### src/rtl/nvdla_csb_arbiter.sv
// Round-robin arbiter/sequencer sharing one NVDLA CSB port between N_REQ requesters.
// Optional response timeout enabled by defining NVDLA_CSB_ARB_TIMEOUT_EN.
module nvdla_csb_arbiter #(
    parameter int N_REQ       = 2,
    parameter int ADDR_W      = 16,
    parameter int TIMEOUT_CYC = 1024
) (
    input  logic                           clk_i,
    input  logic                           rst_ni,
    input  logic                           clear_i,
    input  logic [N_REQ-1:0]               req_valid_i,
    output logic [N_REQ-1:0]               req_ready_o,
    input  logic [N_REQ*ADDR_W-1:0]        req_addr_i,
    input  logic [N_REQ*32-1:0]            req_wdat_i,
    input  logic [N_REQ-1:0]               req_write_i,
    output logic [N_REQ-1:0]               rsp_valid_o,
    output logic [31:0]                    rsp_rdat_o,
    output logic                           rsp_err_o,
    output logic                           csb_valid_o,
    input  logic                           csb_ready_i,
    output logic [ADDR_W-1:0]              csb_addr_o,
    output logic [31:0]                    csb_wdat_o,
    output logic                           csb_write_o,
    output logic                           csb_nposted_o,
    input  logic                           csb_rvalid_i,
    input  logic [31:0]                    csb_rdata_i,
    input  logic                           csb_wr_complete_i,
    output logic                           busy_o,
    output logic [(N_REQ>1 ? $clog2(N_REQ) : 1)-1:0] grant_o
);

    localparam int GW = (N_REQ > 1) ? $clog2(N_REQ) : 1;
    localparam logic [GW-1:0] LAST_RST = GW'(N_REQ - 1);

    typedef enum logic [1:0] {
        ST_IDLE,
        ST_ISSUE,
        ST_WAIT_RSP,
        ST_RESP
    } state_t;

    state_t              state_reg, state_next;
    logic [ADDR_W-1:0]   addr_reg;
    logic [31:0]         wdat_reg;
    logic                write_reg;
    logic [GW-1:0]       grant_reg;
    logic [GW-1:0]       last_grant_reg;
    logic [31:0]         rdat_reg;

    logic [ADDR_W-1:0]   addr_arr [N_REQ];
    logic [31:0]         wdat_arr [N_REQ];

    logic                win_found;
    logic [GW-1:0]       win_idx;
    logic [GW-1:0]       cand;
    logic                accept;
    logic                cmpl_hit;
    logic [31:0]         cmpl_data;
    logic                timeout_hit;
    logic                resp_load;
    logic [31:0]         rdat_val;
    logic                resp_err_val;

    generate
        for (genvar gi = 0; gi < N_REQ; gi++) begin : g_unpack
            assign addr_arr[gi] = req_addr_i[gi*ADDR_W +: ADDR_W];
            assign wdat_arr[gi] = req_wdat_i[gi*32 +: 32];
        end
    endgenerate

    // Search starts one past the last owner so every requester is served in turn.
    always_comb begin
        win_found = 1'b0;
        win_idx   = '0;
        cand      = '0;
        for (int j = 1; j <= N_REQ; j++) begin
            cand = GW'((int'(last_grant_reg) + j) % N_REQ);
            if (!win_found && req_valid_i[cand]) begin
                win_found = 1'b1;
                win_idx   = cand;
            end
        end
    end

    assign accept    = (state_reg == ST_IDLE) && win_found && !clear_i;
    assign cmpl_hit  = write_reg ? csb_wr_complete_i : csb_rvalid_i;
    assign cmpl_data = write_reg ? 32'h0 : csb_rdata_i;

    always_comb begin
        state_next   = state_reg;
        resp_load    = 1'b0;
        rdat_val     = cmpl_data;
        resp_err_val = 1'b0;
        case (state_reg)
            ST_IDLE: begin
                if (accept) state_next = ST_ISSUE;
            end
            ST_ISSUE: begin
                if (timeout_hit) begin
                    state_next   = ST_RESP;
                    resp_load    = 1'b1;
                    rdat_val     = 32'hDEADBEEF;
                    resp_err_val = 1'b1;
                end else if (csb_ready_i) begin
                    // A completion accompanying the handshake skips WAIT_RSP.
                    if (cmpl_hit) begin
                        state_next = ST_RESP;
                        resp_load  = 1'b1;
                    end else begin
                        state_next = ST_WAIT_RSP;
                    end
                end
            end
            ST_WAIT_RSP: begin
                if (cmpl_hit) begin
                    state_next = ST_RESP;
                    resp_load  = 1'b1;
                end else if (timeout_hit) begin
                    state_next   = ST_RESP;
                    resp_load    = 1'b1;
                    rdat_val     = 32'hDEADBEEF;
                    resp_err_val = 1'b1;
                end
            end
            ST_RESP: begin
                state_next = ST_IDLE;
            end
            default: begin
                state_next = ST_IDLE;
            end
        endcase
    end

    always_ff @(posedge clk_i or negedge rst_ni) begin
        if (!rst_ni) begin
            state_reg      <= ST_IDLE;
            addr_reg       <= '0;
            wdat_reg       <= '0;
            write_reg      <= 1'b0;
            grant_reg      <= '0;
            last_grant_reg <= LAST_RST;
            rdat_reg       <= '0;
        end else if (clear_i) begin
            state_reg      <= ST_IDLE;
            addr_reg       <= '0;
            wdat_reg       <= '0;
            write_reg      <= 1'b0;
            grant_reg      <= '0;
            last_grant_reg <= LAST_RST;
            rdat_reg       <= '0;
        end else begin
            state_reg <= state_next;
            if (accept) begin
                addr_reg  <= addr_arr[win_idx];
                wdat_reg  <= wdat_arr[win_idx];
                write_reg <= req_write_i[win_idx];
                grant_reg <= win_idx;
            end
            if (resp_load) rdat_reg <= rdat_val;
            if (state_reg == ST_RESP) last_grant_reg <= grant_reg;
        end
    end

`ifdef NVDLA_CSB_ARB_TIMEOUT_EN
    logic [15:0] cnt_reg;
    logic        err_reg;

    assign timeout_hit = ((state_reg == ST_ISSUE) || (state_reg == ST_WAIT_RSP))
                         && (cnt_reg == 16'(TIMEOUT_CYC));

    always_ff @(posedge clk_i or negedge rst_ni) begin
        if (!rst_ni) begin
            cnt_reg <= '0;
            err_reg <= 1'b0;
        end else if (clear_i) begin
            cnt_reg <= '0;
            err_reg <= 1'b0;
        end else begin
            if (accept) begin
                cnt_reg <= '0;
            end else if ((state_reg == ST_ISSUE) || (state_reg == ST_WAIT_RSP)) begin
                cnt_reg <= cnt_reg + 16'd1;
            end else begin
                cnt_reg <= '0;
            end
            if (resp_load) err_reg <= resp_err_val;
        end
    end

    assign rsp_err_o = err_reg;
`else
    logic unused_timeout;

    assign timeout_hit    = 1'b0;
    assign rsp_err_o      = 1'b0;
    assign unused_timeout = ^{resp_err_val, 32'(TIMEOUT_CYC)};
`endif

    always_comb begin
        req_ready_o = '0;
        rsp_valid_o = '0;
        if (accept) req_ready_o[win_idx] = 1'b1;
        if ((state_reg == ST_RESP) && !clear_i) rsp_valid_o[grant_reg] = 1'b1;
    end

    assign rsp_rdat_o    = rdat_reg;
    assign csb_valid_o   = (state_reg == ST_ISSUE);
    assign csb_addr_o    = addr_reg;
    assign csb_wdat_o    = wdat_reg;
    assign csb_write_o   = write_reg;
    assign csb_nposted_o = 1'b1;
    assign busy_o        = (state_reg != ST_IDLE);
    assign grant_o       = grant_reg;

endmodule

### config.mk
export PLATFORM = sky130hd
export DESIGN_NAME = nvdla_csb_arbiter
export DESIGN_NICKNAME = d
export VERILOG_FILES = /design/src/rtl/nvdla_csb_arbiter.sv
export SDC_FILE = /design/constraint.sdc
export NUM_CORES = 1
export LEC_CHECK = 0
export CORE_MARGIN = 8
export CORE_UTILIZATION = 36
export DETAILED_ROUTE_END_ITERATION = 12
export PLACE_DENSITY = 0.77
export SYNTH_ARGS = -nofsm -noshare
export SYNTH_HDL_FRONTEND = slang
export SYNTH_SLANG_ARGS = --single-unit
### constraint.sdc
create_clock -name clk_i -period 1.6 [get_ports clk_i]
set_input_delay 0.24 -clock clk_i [delete_from_list [all_inputs] [get_ports clk_i]]
set_output_delay 0.24 -clock clk_i [all_outputs]
set_load 0.02 [all_outputs]
== After elaboration in Yosys (flattened, before gate mapping) ==
Cells that the tools add are included.
Word-level totals
  register bits: 85
  bits in latches: 0
  memory bits (writable): 0
  bits in read-only memories: 0
  input bits: 138
  output and inout bits: 90
  logic and storage cells: 82
  memories: 0
Operators by class
  $add $sub $neg: 2
  $mul: 0
  div/mod/pow operators: 0
  order comparisons: 7
  equality and inequality tests: 6
  shift-type cells: 0
  multiplexer cells: 45
  bitwise operators: 1
  reductions and logical operators: 14
Operators with widths (count)
  $mux 32: 8
  $mux 16: 5
  $mux 1: 22
  $mux 2: 6
  $lt 1x2->1 const B: 4
  $pmux 2 s4: 1
  $reduce_bool 2->1: 4
  $logic_and 1x1->1: 6
  $ne 3x3->1 const B: 2
  $eq 2x2->1 const B: 2
  $ne 3x2->1 const B: 1
  $reduce_and 3->1: 1
  $add 1x1->1 const B: 2
  $demux 1 s1: 2
  $eq 2x1->1 const B: 1
  $ge 1x1->1 const B: 2
  $ge 2x2->1 const B: 1
  $logic_not 1->1: 2
  $logic_not 2->1: 1
  $not 1->2: 1
  $pmux 1 s2: 1

== Depth between registers and ports, before layout ==
  word-level depth: 13
  mapped depth: 7
  gate-level depth less buffers: 5

== Least setup slack after synthesis ==
No wires, ideal clock.
  path type: register to output
  start point: register state_reg[0]
  end point: output req_ready_o[0]
  arrival time: 1.510 ns
  required time: 1.360 ns
  slack: -0.150 ns
  cell stages (with the launch flop): 6
  path buffers: 1
  cell sequence: dfrtp_1 inv_1 ha_1 inv_2 nor4b_4 buf_6
On the way
  cells in the longest elaborated chain, start to end: 4
Ends and longest elaborated chain
  start, declared: line 42  | state_t state_reg, state_next;
  start signal, assigned: line 152  | state_reg <= state_next;
  $logic_not 2->1: line 85  | assign accept = (state_reg == ST_IDLE) && win_found && !clear_i;
  $logic_and 1x1->1 (2 in a row): line 85
  $mux 2: line 202  | if (accept) req_ready_o[win_idx] = 1'b1;
  end, declared: line 12  | output logic [N_REQ-1:0] req_ready_o,
Every way passes these cells.

== Worst setup path after layout ==
Ends and elaborated chain as after synthesis.

==> results.cfg <==
[status]
status = complete, but fails checks
violations = setup timing

[cells_and_area]
nets = 767
layout_common_cells = clkdlybuf4s50_1, dfrtp_1, nor3b_1, a221o_1, nor2b_1
layout_commonest_cell = clkdlybuf4s50_1
fillers = 935
n_antenna_cell = 0
drive_gt1_share_pct = 18.0
area_growth_pct = 78.3

[timing]
slew_violations = 0
relSlewSlack_pct = 56.7
setup_viol = 85
max_freq_mhz = 573
period_needed_ns = 1.74
worst_pin_slew_ns = 0.649
finalSetupTns_ns = -4.32
skew_ns = 0.00666
rsz0062_at_grt = true
worst_slack_ns = -0.144
hold_viol_final = 0
final.period_utilization_pct = 109

[floorplanning]
die_w_um = 126
dieHeight_um = 126
initial_utilization_pct = 36.5
dieArea_sq_mm = 0.0158
io_pins = 228
core_sq_mm = 0.0119
core.rowCount = 40

[synthesis]
syn-num-nets = 543
ys_warn_count = 0
synth_top_family_by_area = compound AO/OA/AOI/OAI gates
synth_area_sq_mm = 0.00435
ys_seq_area_share_pct = 48.9
synth.avg_cell_area_sq_um = 10.9
synth_compound_area_share_pct = 22.2
synth_xor_xnor_area_share_pct = 0
synthAdderAreaFrac_pct = 1.44
synthSimpleGateAreaFrac_pct = 20.1
ys_ff_latch = 85
synthMuxAreaShare_pct = 0.806
synthCells = 400
ys_types = 33

[global_routing]
grt_pass1_vias = 4760
globalRouteOverflowTotal = 0
grt_max_degree = 86
track_usage_pct = 20.3
grt_pass1_wl_mm = 26.2
antenna_found_initial = 0

[cts]
clock_path_buffers = 2
clk_pin_slew_ns = 0.06
clock_latency_ns = 0.33
clock-sinks = 85
h-tree-depth = 3
numCtsBuffers = 9
root_buffer = clkbuf_16
cts_tree = yes

[drt]
drt_iter0_drc = 457
ant_nets = 0
drtPass1Iterations = 4
drc = 0
viasPerCell = 5.72
drt_wl_total_mm = 17.0
vias = 4442
wire_per_inst_um = 22.0

[place]
gp_congestion = 0.774
hpwlAfterDp_mm = 11.5
port_buffers = 225

[power_and_ir_drop]
swShare_pct = 39.2
pwr-share-seq_pct = 25.7
p_sw_uw = 4280
p_int_uw = 6640
pwr_density_cell_mw_per_mm2 = 1410
power.leakage_uw = 0.00336
peakVddDrop_mv = 1.14
finalPower_uw = 10900
comb_power_share_pct = 53.3
p_clk_share_pct = 21.0

[setup_path]
crit_arrival_ns = 1.50
cp-end-kind = output pin
critPathMaxFanout = 3
start_kind = flop
cp.required_ns = 1.36
crit_type = flop to output pin

[run]
drv_cap = 0

[worst_hold_path]
min_path_type = input port to flop
==> power by group through the flow <==
stage	Sequential, uW	Clock [uW]	Combinational, uW
3_3_place_gp	2800	0	4670
5_1_grt	2850	2430	6140
2_1_floorplan	3260	0	2080
6_report	2810	2290	5820
3_5_place_dp	2820	0	4750
4_1_cts	2800	2350	5460
==> metrics by stage <==
stage	instances	setup WS (ns)	cell area, sq um	util, %	hold slack, ns
after CTS	775	-0.186	7480	62.8	0.341
final	776	-0.144	7750	65.1	0.344
after global placement	751	-0.447	6870	57.7	0.309
after global routing	776	-0.224	7750	65.1	0.367
after floorplan	400	-0.0393	4380	-	-0.0556
after detailed placement	751	-0.425	6870	57.7	0.317
==> metal layers <==
| metal | global-route usage, % | vias to the layer above | share of wire [%] |
|---|---|---|---|
| met1 | 23.3 | 2202 | 39 |
| met4 | 7.78 | 0 | 2.1 |
| li1 | - | 2005 | - |
| met5 | 0 | - | 0 |
| met2 | 33.2 | 212 | 48 |
| met3 | 8.44 | 23 | 11 |
==> cells by family (layout without fill, tap and decap cells) <==
kind of cell	Yosys count	in the layout
and+or+nand+nor	127	127
DFF	85	85
AOI/OAI and AO/OA	123	123
adders and majority gates	5	5
buffers and inverters	55	284
muxes	3	3
other	2	2
==> what timing repair did <==
item | in CTS | in global routing
resized for setup | 67 | 63
hold buffers | 1 | 0
endpoints found under the hold margin | 84 | 0
gates cloned | 4 | 1
pin swaps | 8 | 15
setup endpoints to repair | 86 | 97
setup buffers | 3 | 2
==> worst paths after layout <==
| path | start | endpoint | slack [ns] | depth (start not counted) |
|---|---|---|---|---|
| setup / recovery | state_reg[0]$_DFFE_PN0P_ | req_ready_o[0] | -0.14 | 5 |
| hold / removal | clear_i | last_grant_reg$_DFFE_PN1P_ | 0.34 | 3 |
| hold reg to reg | rsp_rdat_o[26]$_DFFE_PN0P_ | rsp_rdat_o[26]$_DFFE_PN0P_ | 0.54 | 2 |
| max in group asynchronous | rst_ni | last_grant_reg$_DFFE_PN1P_ | 0.76 | 3 |
| setup reg to reg | state_reg[1]$_DFFE_PN0P_ | rsp_rdat_o[1]$_DFFE_PN0P_ | -0.08 | 9 |
| min in group asynchronous | rst_ni | rsp_rdat_o[30]$_DFFE_PN0P_ | 0.48 | 3 |
==> critical path, stage by stage, from the launching register on <==
cell,delay [ns]
dfrtp_1,0.39
inv_2,0.08
ha_4,0.16
inv_4,0.04
nor4b_4,0.30
buf_4,0.20
==> cells in the mapped netlist (all sizes together) <==
cell | instances | area share (%)
a222oi | 1 | 0.23
o31ai | 32 | 5.5
nor2 | 2 | 0.17
a31oi | 1 | 0.14
mux2 | 1 | 0.26
o21a | 1 | 0.17
a221o | 49 | 11
ha | 5 | 1.4
dfrtp | 84 | 48
clkbuf | 26 | 2.2
nand3b | 1 | 0.17
nand4 | 32 | 4.6
nor4b | 2 | 0.75
nand2b | 2 | 0.29
a2111o | 1 | 0.26
and3b | 1 | 0.20
a21oi | 35 | 4.0
buf | 24 | 3.6
nor3b | 51 | 8.8
dfstp | 1 | 0.60
inv | 5 | 0.43
mux2i | 2 | 0.55
conb | 2 | 0.17
nand3 | 1 | 0.11
a211o | 1 | 0.20
nor2b | 35 | 5.0
a21o | 2 | 0.35
==> layout make-up <==
cell class	count	area, sq um	area share (%)
timing repair buffer	263	2780	35.8
multi-input combinational	260	2320	29.9
clock buffer	13	260	3.36
tap	147	184	2.37
inverter	5	21.3	0.274
clock inverter	3	67.6	0.871
sequential	85	2130	27.4
(Power assumes the default switching activity.)
==> patch: new RTL, same settings <==
`N_REQ`: 2 -> 1.
--- a/src/rtl/nvdla_csb_arbiter.sv
+++ b/src/rtl/nvdla_csb_arbiter.sv
@@ -1,7 +1,7 @@
 // Round-robin arbiter/sequencer sharing one NVDLA CSB port between N_REQ requesters.
 // Optional response timeout enabled by defining NVDLA_CSB_ARB_TIMEOUT_EN.
 module nvdla_csb_arbiter #(
-    parameter int N_REQ       = 2,
+    parameter int N_REQ       = 1,
     parameter int ADDR_W      = 16,
     parameter int TIMEOUT_CYC = 1024
 ) (
Interface: changed (6 resized); port bits go from 228 to 176. No check against the original RTL was run, so the function may have changed too.
==> patch against the unedited design <==
The flow still finishes with violations (setup timing); power is 34% lower; combinational power is 46% lower; non-clock buffer count fell by 64; synthesized area is 23% lower; via count fell by 34%; cell count is 25% lower; worst setup slack gained 100 ps; count of clock-buffer cells in the layout fell by 1; routed wire length shrank 36%; cell area shrank 24%; sequential cell count shrank 2; clock power decreased by 35%; first-iteration DRC count down 74%; critical path type unchanged; critical endpoint is now req_ready_o.
==> patch: results (changes against the unedited design) <==
| Metric | Value |
|---|---|
| Worst endpoint data arrival time | 1400 ps (-100 ps) |
| Sum Neg Setup Slack | -57.7 ps (+4260 ps) |
| Power in the clock group | 0.00149 W (-35%) |
| CP Launch Point | state_reg[0] |
| Switching pwr | 0.00247 W (-42%) |
| Gr usage total | 16.2% (-4.1 points) |
| Seq/Total Area, Yosys | 61.7% (+13 points) |
| Share of layout cells above drive strength 1 | 15.7% (-2.3 points) |
| Power share of the combinational group | 43.0% (-10 points) |
| Leakage | 3.37 nW (+0.55%) |
| # Post-CTS Setup Buffers | 0 (-3) |
| FF-to-FF End | rsp_rdat_o[27] |
| Yosys warns | 0 (unchanged) |
| Port bufs | 172 (-24%) |
| Largest net degree at the start of global routing | 84 (-2.3%) |
| Worst Clk Skew | 8.69 ps (+2.02 ps) |
| # setup viols final | 2 (-98%) |
| DP HPWL | 7630 um (-34%) |
| Total placed cells including tap cells | 558 (-26%) |
| FF-to-FF setup slack | -20 ps (+60 ps) |
| Drt total wl | 11000 um (-36%) |
| Ys flop type | dfrtp_1 |
| Root Buffer | clkbuf_8 |
| Yosys cell types | 23 (-30%) |
| Failing checks | setup timing |
| Placed inst area | 5270 um2 (-23%) |
| Avg Cell Area, Syn | 11.9 um2 (+9.8%) |
| Final WS setup | -39.5 ps (+104 ps) |
| Crit path to | req_ready_o |
| Top post-synthesis cells by count | dfrtp_1, a22o_1, a21oi_1, nand2_1, nand3b_1 |
| Worst R2R Path Depth | 8 (-1) |
| Per-cell routed wire length | 18.8 um (-14%) |
| Top cells by area, synth | dfrtp_1, a22o_1, nand3b_1 |
| Clk slew on worst S/H paths | 90 ps (+30 ps) |
| Antenna violations before repair | 0 (unchanged) |
| First-pass GRT wire length | 16400 um (-37%) |
| Vias post-DR | 2945 (-34%) |
| VDD IR max | 612 uV (-46%) |
| Vias in the first global route | 3073 (-35%) |
| Placer Congestion | 0.766 (-1.0%) |
| Final nets | 559 (-27%) |
| Comb power | 0.00312 W (-46%) |
| Resize count post-CTS | 34 (-49%) |
| Status | finished with violations |
| DRT iter0 DRCs | 117 (-74%) |
| Fillers | 706 (-24%) |
| Max-cap violations | 0 (unchanged) |
patch: worst min path at each step:
| stage | cells past startpoint | slack, ps | from | endpoint |
|---|---|---|---|---|
| final | 3 | 460 | csb_rdata_i[21] | rsp_rdat_o[21] |
| after global routing | 3 | 470 | csb_rdata_i[3] | rsp_rdat_o[3] |
| after CTS | 3 | 440 | csb_rdata_i[21] | rsp_rdat_o[21] |
| after detailed placement | 2 | 310 | rst_ni | csb_wdat_o[13] |
| after global placement | 2 | 300 | rst_ni | csb_wdat_o[19] |
| after floorplan | 0 | -60 | rst_ni | csb_addr_o[0] |
patch: cell families after synthesis:
group                      count (synthesis)  synth area share, %
AOI/OAI and AO/OA                         86                 18.6
DFF                                       83                 61.7
and+or+nand+nor                           73                 12.0
buffers and inverters                     31                 4.80
adders and majority gates                  5                 1.86
muxes                                      2                0.744
other                                      2                0.223
patch: per-stage QoR:
| step | setup WS, ps | util (%) |
|---|---|---|
| after global routing | -98.8 | 64.1 |
| after detailed placement | -297 | 57.6 |
| after floorplan | 38.0 | - |
| final | -39.5 | 64.1 |
| after CTS | -43.8 | 59.9 |
| after global placement | -297 | 57.6 |
patch: worst max-delay path: stages, from the launching register on:
cell	delay (ps)
dfrtp_1	410
inv_2	100
buf_12	100
ha_4	160
nand2_4	50
nor2_4	100
buf_6	130
patch: area by class of cell:
type / instances / area share, %
Tap cell: 111 / 2.37
Clock buffer: 12 / 2.47
Sequential cell: 83 / 35.4
Timing Repair Buffer: 199 / 36.9
Clock inverter: 4 / 0.853
Inverter: 4 / 0.256
Multi-Input combinational cell: 169 / 21.7
patch: per-layer routing:
layer	vias up	wire length [um]	part of all wire (%)	global-route usage (%)
met4	0	149	1.4	5.31
li1	1364	-	-	-
met2	120	5390	49	26.6
met1	1448	4440	40	18.2
met3	13	986	9.0	7.35
met5	-	0	0	0
